**src/rtl/i2c_pkg.sv**
```systemverilog
// Shared definitions for the I2C target: FSM state encoding and bus-level constants.
package i2c_pkg;

    typedef enum logic [3:0] {
        IDLE      = 4'd0,
        ADDR      = 4'd1,
        ACK_ADDR  = 4'd2,
        PTR       = 4'd3,
        ACK_PTR   = 4'd4,
        WDATA     = 4'd5,
        ACK_W     = 4'd6,
        RDATA     = 4'd7,
        MACK      = 4'd8,
        WAIT_STOP = 4'd9
    } state_t;

    localparam logic WRITE = 1'b0;
    localparam logic READ  = 1'b1;
    localparam logic ACK   = 1'b0;

endpackage

```
**src/rtl/i2c_sync_edge.sv**
```systemverilog
// Two-flop synchronizer for one raw bus line, plus a previous-sample register
// used to report single-cycle rise/fall pulses alongside the synchronized level.
module i2c_sync_edge (
    input  logic clk,
    input  logic rst_n,
    input  logic d,
    output logic lvl,
    output logic rise,
    output logic fall
);
    logic meta_reg;
    logic sync_reg;
    logic prev_reg;

    // Idle I2C lines are high, so reset to 1 to avoid a phantom edge.
    always_ff @(posedge clk or negedge rst_n) begin
        if (!rst_n) begin
            meta_reg <= 1'b1;
            sync_reg <= 1'b1;
            prev_reg <= 1'b1;
        end else begin
            meta_reg <= d;
            sync_reg <= meta_reg;
            prev_reg <= sync_reg;
        end
    end

    assign lvl  = sync_reg;
    assign rise = sync_reg & ~prev_reg;
    assign fall = ~sync_reg & prev_reg;

endmodule

```
**src/rtl/i2c_target_regs.sv**
```systemverilog
// I2C target decoding 7-bit addressed writes/reads into a small byte register bank.
// All bus decisions are taken from synchronized SCL/SDA; SDA drive only moves on SCL falls.
module i2c_target_regs #(
    parameter logic [6:0] I2C_ADDR = 7'h2A,
    parameter int         NUM_REGS = 4
) (
    input  logic                        clk,
    input  logic                        rst_n,
    input  logic                        ena,
    input  logic                        scl_in,
    input  logic                        sda_in,
    output logic                        sda_out,
    output logic [8*NUM_REGS-1:0]       reg_data,
    output logic                        wr_strobe,
    output logic [$clog2(NUM_REGS)-1:0] wr_index,
    output logic                        busy
);
    import i2c_pkg::*;

    localparam int IW = $clog2(NUM_REGS);

    logic scl_lvl, scl_rise, scl_fall;
    logic sda_lvl, sda_rise, sda_fall;
    logic start_det, stop_det;

    state_t         state_reg, state_next;
    logic [7:0]     shift_reg, shift_next;
    logic [3:0]     cnt_reg, cnt_next;
    logic [IW-1:0]  ptr_reg, ptr_next;
    logic [IW-1:0]  windex_reg, windex_next;
    logic           sda_reg, sda_next;
    logic           busy_reg, busy_next;
    logic           rw_reg, rw_next;
    logic           strobe_reg, strobe_next;
    logic           reg_we;
    logic           load;
    logic [7:0]     rd_byte;
    logic [7:0]     regs_reg [NUM_REGS];

    i2c_sync_edge u_scl (.clk(clk), .rst_n(rst_n), .d(scl_in),
                         .lvl(scl_lvl), .rise(scl_rise), .fall(scl_fall));
    i2c_sync_edge u_sda (.clk(clk), .rst_n(rst_n), .d(sda_in),
                         .lvl(sda_lvl), .rise(sda_rise), .fall(sda_fall));

    // SCL high now and not just risen means it was high in the previous sample too.
    assign start_det = sda_fall && scl_lvl && !scl_rise;
    assign stop_det  = sda_rise && scl_lvl && !scl_rise;

    always_comb begin
        state_next  = state_reg;
        shift_next  = shift_reg;
        cnt_next    = cnt_reg;
        ptr_next    = ptr_reg;
        windex_next = windex_reg;
        sda_next    = sda_reg;
        busy_next   = busy_reg;
        rw_next     = rw_reg;
        strobe_next = 1'b0;
        reg_we      = 1'b0;
        load        = 1'b0;
        rd_byte     = regs_reg[ptr_reg];

        if (!ena) begin
            state_next = IDLE;
            sda_next   = 1'b1;
            busy_next  = 1'b0;
        end else if (start_det) begin
            state_next = ADDR;
            cnt_next   = '0;
            sda_next   = 1'b1;
            busy_next  = 1'b1;
        end else if (stop_det) begin
            state_next = IDLE;
            sda_next   = 1'b1;
            busy_next  = 1'b0;
        end else begin
            case (state_reg)
                ADDR, PTR, WDATA: begin
                    if (scl_rise) begin
                        shift_next = {shift_reg[6:0], sda_lvl};
                        cnt_next   = cnt_reg + 4'd1;
                    end else if (scl_fall && cnt_reg == 4'd8) begin
                        cnt_next = '0;
                        sda_next = ACK;
                        if (state_reg == ADDR) begin
                            if (shift_reg[7:1] == I2C_ADDR) begin
                                rw_next    = shift_reg[0];
                                state_next = ACK_ADDR;
                            end else begin
                                sda_next   = 1'b1;
                                state_next = WAIT_STOP;
                            end
                        end else if (state_reg == PTR) begin
                            ptr_next   = shift_reg[IW-1:0];
                            state_next = ACK_PTR;
                        end else begin
                            reg_we      = 1'b1;
                            strobe_next = 1'b1;
                            windex_next = ptr_reg;
                            ptr_next    = ptr_reg + IW'(1);
                            state_next  = ACK_W;
                        end
                    end
                end
                ACK_ADDR: begin
                    if (scl_fall) begin
                        if (rw_reg == READ) begin
                            load = 1'b1;
                        end else begin
                            sda_next   = 1'b1;
                            state_next = PTR;
                        end
                    end
                end
                ACK_PTR, ACK_W: begin
                    if (scl_fall) begin
                        sda_next   = 1'b1;
                        state_next = WDATA;
                    end
                end
                RDATA: begin
                    if (scl_rise) begin
                        cnt_next = cnt_reg + 4'd1;
                    end else if (scl_fall) begin
                        if (cnt_reg == 4'd8) begin
                            sda_next   = 1'b1;
                            state_next = MACK;
                        end else begin
                            shift_next = {shift_reg[6:0], 1'b0};
                            sda_next   = shift_reg[6];
                        end
                    end
                end
                MACK: begin
                    if (scl_rise) begin
                        shift_next = {shift_reg[6:0], sda_lvl};
                    end else if (scl_fall) begin
                        if (shift_reg[0] == ACK) begin
                            load = 1'b1;
                        end else begin
                            state_next = WAIT_STOP;
                        end
                    end
                end
                default: ;
            endcase

            // First read bit goes out on the same SCL fall that ends the preceding ACK.
            if (load) begin
                shift_next = rd_byte;
                sda_next   = rd_byte[7];
                ptr_next   = ptr_reg + IW'(1);
                cnt_next   = '0;
                state_next = RDATA;
            end
        end
    end

    always_ff @(posedge clk or negedge rst_n) begin
        if (!rst_n) begin
            state_reg  <= IDLE;
            shift_reg  <= '0;
            cnt_reg    <= '0;
            ptr_reg    <= '0;
            windex_reg <= '0;
            sda_reg    <= 1'b1;
            busy_reg   <= 1'b0;
            rw_reg     <= WRITE;
            strobe_reg <= 1'b0;
        end else begin
            state_reg  <= state_next;
            shift_reg  <= shift_next;
            cnt_reg    <= cnt_next;
            ptr_reg    <= ptr_next;
            windex_reg <= windex_next;
            sda_reg    <= sda_next;
            busy_reg   <= busy_next;
            rw_reg     <= rw_next;
            strobe_reg <= strobe_next;
        end
    end

    genvar gi;
    generate
        for (gi = 0; gi < NUM_REGS; gi++) begin : g_reg
            always_ff @(posedge clk or negedge rst_n) begin
                if (!rst_n) begin
                    regs_reg[gi] <= '0;
                end else if (reg_we && ptr_reg == IW'(gi)) begin
                    regs_reg[gi] <= shift_reg;
                end
            end
            assign reg_data[8*gi +: 8] = regs_reg[gi];
        end
    endgenerate

    assign sda_out   = sda_reg | ~ena;
    assign wr_strobe = strobe_reg;
    assign wr_index  = windex_reg;
    assign busy      = busy_reg;

endmodule

```
**config.mk**
```make
export PLATFORM = sky130hd
export DESIGN_NAME = i2c_target_regs
export DESIGN_NICKNAME = d
export VERILOG_FILES = /design/src/rtl/i2c_pkg.sv /design/src/rtl/i2c_sync_edge.sv /design/src/rtl/i2c_target_regs.sv
export SDC_FILE = /design/constraint.sdc
export NUM_CORES = 1
export LEC_CHECK = 0
export ABC_AREA = 1
export BUFFER_PORTS_ARGS = -buffer_cell sky130_fd_sc_hd__buf_4
export CAP_MARGIN = 20
export CORE_ASPECT_RATIO = 1.25
export CORE_MARGIN = 1.5
export CORE_UTILIZATION = 40
export DETAILED_ROUTE_END_ITERATION = 6
export PLACE_DENSITY = 0.57
export SYNTH_ARGS = -nofsm -noshare
export SYNTH_HDL_FRONTEND = slang
export SYNTH_HIERARCHICAL = 1
export SYNTH_SLANG_ARGS = --single-unit
```
**constraint.sdc**
```tcl
create_clock -name clk -period 2.2 [get_ports clk]
set_input_delay 0.22 -clock clk [delete_from_list [all_inputs] [get_ports clk]]
set_output_delay 0.22 -clock clk [all_outputs]
set_load 0.02 [all_outputs]
```
==> impl_results.md, run 1 <==
- Fraction of registers with async set/reset: 1.00
- Max_cap viols: 0
- Fillcell total: 783
- Synthesized area: 3290 um2
- CTS Buffer Depth: 2
- Net Switching: 1180 uW
- CP Capture Type: flip-flop
- Initial Util: 0.418
- Multi-input logic area: 1520 um2
- Sequential Power Share: 0.421
- Top cells by area, synth: dfrtp_1 (42%), nand2_1 (11%), nor2_1 (5.8%), dfstp_2 (5.6%), o21ai_0 (5.5%)
- I/O Buffers: 41
- Status: complete, no violations
- Synth-to-layout area growth: 18.4%
- Global-route wire length before repair: 13,700 um
- CP Max Fanout: 16
- Setup TNS: 0 ns
- Worst Setup Start Kind: flip-flop
- Vias in the first global route: 2,748
- Fin nets: 477
- CTS Sinks: 62
- Clock power share: 0.274
- Gpl congestion: 0.935
- Leak: 0.00198 uW
- Largest net degree at the start of global routing: 63
- CP max stage delay: 0.60 ns
- Worst vdd ir: 466 uV
- Worst slew margin: 0.463
- Pwr dens: 809 nW/um2
- Core ar.: 7880 um2
- Internal Dissipation: 1980 uW
- Global router's overall resource usage: 0.198
- Post-synth top area share: 0.418
- CTS H-tree lvls: 3
- DRC: 0
- Die area: 8790 um2
- RSZ-0062 raised after global routing: no
- Tcrit/Tclk final: 0.923
- Data required time of the critical path: 2.41 ns
- CP cell instances: inv_1, nor2_1, buf_4, inv_2, nand3_2, nand2_2, nor2_4, inv_2, a21oi_2, o21ai_4, nor2_1, a21oi_2
- Worst Hold Depth: 3
- Via Count: 2,893
- HPWL Detailed: 6140 um
- Yosys cell types: 34
- Antenna Nets Post-Route: 0
- Post-synth EDFFs: 0
- Syn avg cell area: 7.97 um2
- Setup ws final: 0.170 ns
- Ant diodes: 0
- Tightest Pin Transition: 0.806 ns
- Fin crit period: 2.03 ns
- Yosys warns: 6
- Synth Instances: 413
- Num CTS Buffers: 9
- Pre-antenna DRT Iters: 4
- Post-DR vias/cell: 5.11
- Synth area leader: dfrtp_1
- CTS tree: yes
- Wire length per cell: 14.9 um
- Ys flop type: dfrtp_1
- Register Area: 1560 um2
- CP arrival: 2.24 ns
- Total Wirelength: 8450 um
- Fmax achieved: 0.493 GHz
- Switching Share: 0.373
- Number of top-level pins: 42
- Combinational power share: 0.305
- Fraction of layout cells with a size suffix above 1: 0.217
- Final setup fails: 0
- Fin. Hold Viols: 0
- Seq/Total Area, Yosys: 0.474
- Chip width: 84.2 um
- Synthesized Nets: 424
- DR iter-0 viols: 88
- Critical-path top delay cell: dfstp_2
- Crit Path Class: reg -> reg
- FF-to-FF path depth: 12
- Clock transition at path regs: 0.06 ns
- Overflow after GRT: 0
- Initial antenna violation count: 0
- Die H: 104 um
- Clk Latency, worst-skew pair: 0.35 ns
- Place WS: 0.190 ns
- Final Max Slew Viols: 0
- Cell row count: 36
- Max Clock Skew: 0.0181 ns
- Hold/Removal Path Class: in -> reg
- Max reg flops: 32
- Clock Root Buffer: clkbuf_8
- #FFs+latches synth: 62
==> cell usage in the layout, fill, tap and decap left out, types with 3 or more instances in the layout <==
| cell | n |
|---|---|
| nand3_1 | 21 |
| clkinv_2 | 3 |
| clkbuf_1 | 3 |
| clkbuf_8 | 9 |
| ha_1 | 6 |
| inv_2 | 5 |
| o21ai_0 | 36 |
| nor2_2 | 3 |
| nand3_2 | 3 |
| nor2_4 | 3 |
| o22ai_1 | 8 |
| inv_1 | 28 |
| dlygate4sd3_1 | 3 |
| nand2_1 | 99 |
| nand2_2 | 4 |
| nand2_4 | 5 |
| nor2_1 | 50 |
| a21oi_2 | 3 |
| buf_4 | 49 |
| a21oi_1 | 16 |
| dfstp_2 | 7 |
| o21ai_1 | 32 |
| dfrtp_1 | 55 |
==> through the flow <==
stage          utilization  total power (uW)  std cells  area (um2)  hold slack [ns]
2_1_floorplan            -              2020        413        3290          -0.0756
3_3_place_gp         0.470              2310        547        3700            0.328
3_5_place_dp         0.470              2300        547        3700            0.329
4_1_cts              0.494              3170        566        3890            0.207
5_1_grt              0.495              3360        566        3900            0.235
6_report             0.495              3150        566        3900            0.223
==> routing by layer <==
metal | GRT usage | wire length (um) | up-vias
met3 | 0.0476 | 359 | 17
met1 | 0.249 | 3820 | 1332
met4 | 0.0785 | 168 | 0
li1 | - | - | 1459
met5 | 0 | 0 | -
met2 | 0.326 | 4100 | 85
==> final cells by class <==
class / count / share of cell area
clock buffers: 12 / 0.0346
clock inverters: 4 / 0.00642
multi-input cells: 304 / 0.390
inverters: 37 / 0.0366
repair buffers: 52 / 0.102
flip-flops and latches: 62 / 0.400
well taps: 95 / 0.0305
==> worst max-delay path, delay by kind of cell (launching register included) <==
kind | cells | cell delay [ns]
compound gates | 3 | 0.34
buf+inv | 4 | 0.36
flops | 1 | 0.60
simple gates | 5 | 0.59
==> final timing paths <==
path / slack, ns / from / endpoint
max in group asynchronous: 1.16 / rst_n / state_reg[0]
setup reg to reg: 0.17 / u_scl/lvl / shift_reg[6]
hold / removal: 0.22 / ena / busy
min in group asynchronous: 0.50 / rst_n / reg_data[12]
setup / recovery: 0.17 / u_scl/lvl / shift_reg[6]
hold reg to reg: 0.36 / u_sda/meta_reg / u_sda/lvl
==> power by group through the flow <==
stage	Clock [uW]	Combinational, uW	Sequential (uW)
6_report	863	962	1330
5_1_grt	939	1080	1340
4_1_cts	881	966	1330
3_5_place_dp	0	955	1350
3_3_place_gp	0	963	1350
2_1_floorplan	0	686	1330
==> cell usage after synthesis, types with 3 or more instances <==
| master | count |
|---|---|
| a21oi_1 | 16 |
| a21oi_2 | 3 |
| buf_6 | 5 |
| clkbuf_1 | 3 |
| dfrtp_1 | 55 |
| dfstp_2 | 7 |
| ha_1 | 6 |
| inv_1 | 28 |
| inv_2 | 5 |
| nand2_1 | 99 |
| nand2_2 | 4 |
| nand2_4 | 5 |
| nand3_1 | 22 |
| nor2_1 | 51 |
| nor2_4 | 3 |
| o21ai_0 | 36 |
| o21ai_1 | 32 |
| o22ai_1 | 8 |
==> cells by family after synthesis <==
group	Yosys count	synth area share
multiplexers	1	0.00342
buffers and inverters	47	0.0669
AO/OA/AOI/OAI	101	0.168
XOR/XNOR	2	0.00532
adder cells (fa/ha/maj)	6	0.0228
AND/OR/NAND/NOR	194	0.260
flip-flops	62	0.474
==> repair_timing <==
action | in CTS | in global routing
hold buffers | 3 | 0
setup buffers | 0 | 0
setup endpoints to repair | 0 | 4
resized for setup | 0 | 2
hold endpoints to repair | 57 | 0
Power figures use the tool's default switching activity.
==> inputs of run 2 (changes only) <==
- CTS_CLUSTER_SIZE: default -> 14
- PLACE_DENSITY: 0.57 -> default
- PLACE_DENSITY_LB_ADDON: default -> 0.05
==> impl_results.md, run 2 (synthesis results as in run 1) <==
- Clock power share: 0.305
- Ant diodes: 0
- Post-Layout Cell Count: 568
- CP arrival: 2.27 ns
- Max Clock Skew: 0.0104 ns
- Grt met1 use: 0.273
- Largest net degree at the start of global routing: 63
- CP max stage delay: 0.59 ns
- Initial Util: 0.418
- Combinational power share: 0.292
- Chip width: 84.2 um
- Data required time of the critical path: 2.42 ns
- CP cell instances: inv_1, nor2_1, buf_4, inv_2, nand3_4, nand2_2, nor2_4, inv_2, a21oi_2, o21ai_4, buf_12, nor2_1, a21oi_2
- Final Max Slew Viols: 0
- Sequential Power Share: 0.403
- Num CTS Buffers: 9
- Core ar.: 7880 um2
- Cell row count: 36
- Via Count: 2,903
- Commonest non-fill, non-tap cells in the layout: nand2_1 (99), dfrtp_1 (55), buf_4 (50), nor2_1 (48), o21ai_0 (36)
- Global router's overall resource usage: 0.203
- Status: complete, no violations
- DR iter-0 viols: 128
- Tightest Pin Transition: 0.786 ns
- Leak: 0.00201 uW
- Gpl congestion: 0.907
- Register Area: 1560 um2
- Place WS: 0.140 ns
- Die area: 8790 um2
- Worst vdd ir: 431 uV
- Fin crit period: 2.05 ns
- Clock Root Buffer: clkbuf_8
- Setup ws final: 0.154 ns
- RSZ-0062 raised after global routing: no
- Multi-input logic area: 1530 um2
- Worst Setup Start Kind: flip-flop
- Wire length per cell: 14.9 um
- Switching Share: 0.364
- Max_cap viols: 0
- Fin. Hold Viols: 0
- Pre-antenna DRT Iters: 4
- CTS Buffer Depth: 2
- Post-DR vias/cell: 5.11
- Net Switching: 1200 uW
- Die H: 104 um
- CTS H-tree lvls: 3
- Worst slew margin: 0.476
- Cell family with most CP delay: flip-flops
- Number of top-level pins: 42
- Fmax achieved: 0.489 GHz
- CP Capture Type: flip-flop
- Commonest non-fill, non-tap cell in the layout: nand2_1
- Clk Latency, worst-skew pair: 0.34 ns
- Critical-path top delay cell: dfstp_2
- Fraction of layout cells with a size suffix above 1: 0.228
- DRC: 0
- Hold/Removal Path Class: in -> reg
- I/O Buffers: 41
- Global route hottest layer: met2
- Worst Path Buf+Inv: 5
- Internal Dissipation: 2100 uW
- Crit Path Class: reg -> reg
- Total Wirelength: 8450 um
- Clock transition at path regs: 0.07 ns
- Max reg flops: 32
- GRT met2 Usage: 0.323
- Overflow after GRT: 0
- Antenna Nets Post-Route: 0
- CTS tree: yes
- Pwr dens: 830 nW/um2
- Placed insts: 546
- Global-route wire length before repair: 14,200 um
- Final setup fails: 0
- Tcrit/Tclk final: 0.930
- Fillcell total: 770
- Fin nets: 479
- Met3 Track Usage GR: 0.0437
- Setup TNS: 0 ns
- Synth-to-layout area growth: 20.6%
- Initial antenna violation count: 0
- Vias in the first global route: 2,759
- HPWL Detailed: 6010 um
- CTS Sinks: 62
- CP Max Fanout: 15
[run 2: changes by cell type in the layout (fill, tap and decap cells not counted), sizes merged]
cell / delta
buf: +2
bufinv: +1
clkbuf: -3
clkinv: +2
clkinvlp: -1
inv: +1
[run 2: per-stage QoR]
stage / total power (uW) / instance area [um2] / utilization / hold slack (ns)
after global placement: 2290 / 3690 / 0.469 / 0.329
final: 3300 / 3970 / 0.504 / 0.213
after CTS: 3330 / 3920 / 0.498 / 0.196
after global routing: 3540 / 3970 / 0.504 / 0.231
after detailed placement: 2300 / 3690 / 0.469 / 0.331
after floorplan: 2020 / 3290 / - / -0.0756
[run 2: what timing repair did]
| action | CTS | global route |
|---|---|---|
| hold buffers | 3 | 0 |
| endpoints found under the hold margin | 51 | 0 |
| gates resized for setup | 0 | 4 |
| buffers inserted | 0 | 3 |
| setup endpoints to repair | 0 | 12 |
[run 2: layout make-up]
cell class	count	area share
Inverter	37	0.0359
Clock buffer	9	0.0312
Sequential cell	62	0.393
Timing Repair Buffer	54	0.107
Tap cell	95	0.0299
Clock inverter	7	0.0186
Multi-Input combinational cell	304	0.385
[run 2: worst register-to-register path: cells and delay by family (launching register included)]
| family | cells | cell delay [ns] |
|---|---|---|
| buffers and inverters | 5 | 0.52 |
| AND/OR/NAND/NOR | 5 | 0.54 |
| flip-flops | 1 | 0.59 |
| AO/OA/AOI/OAI | 3 | 0.28 |
[run 2: path summary, 6_finish.rpt]
path / cells past startpoint / to / slack, ns / from
max: 13 / shift_reg[0] / 0.15 / u_scl/lvl
min: 3 / busy / 0.21 / ena
max reg2reg: 13 / shift_reg[0] / 0.15 / u_scl/lvl
min reg2reg: 0 / u_sda/lvl / 0.36 / u_sda/meta_reg
max in group asynchronous: 2 / reg_data[7] / 1.17 / rst_n
min in group asynchronous: 2 / reg_data[15] / 0.48 / rst_n
[run 2: power groups by stage]
stage / Sequential (uW) / Clock, uW / Combinational, uW
5_1_grt: 1340 / 1100 / 1100
3_3_place_gp: 1350 / 0 / 943
6_report: 1330 / 1010 / 962
4_1_cts: 1330 / 1040 / 958
2_1_floorplan: 1330 / 0 / 686
3_5_place_dp: 1350 / 0 / 951
[run 2: metal layers]
layer,wire length (um),part of all wire,up-vias
li1,-,-,1468
met1,3850,0.46,1355
met2,4130,0.49,68
met3,311,0.037,12
met4,165,0.020,0
met5,0,0,-
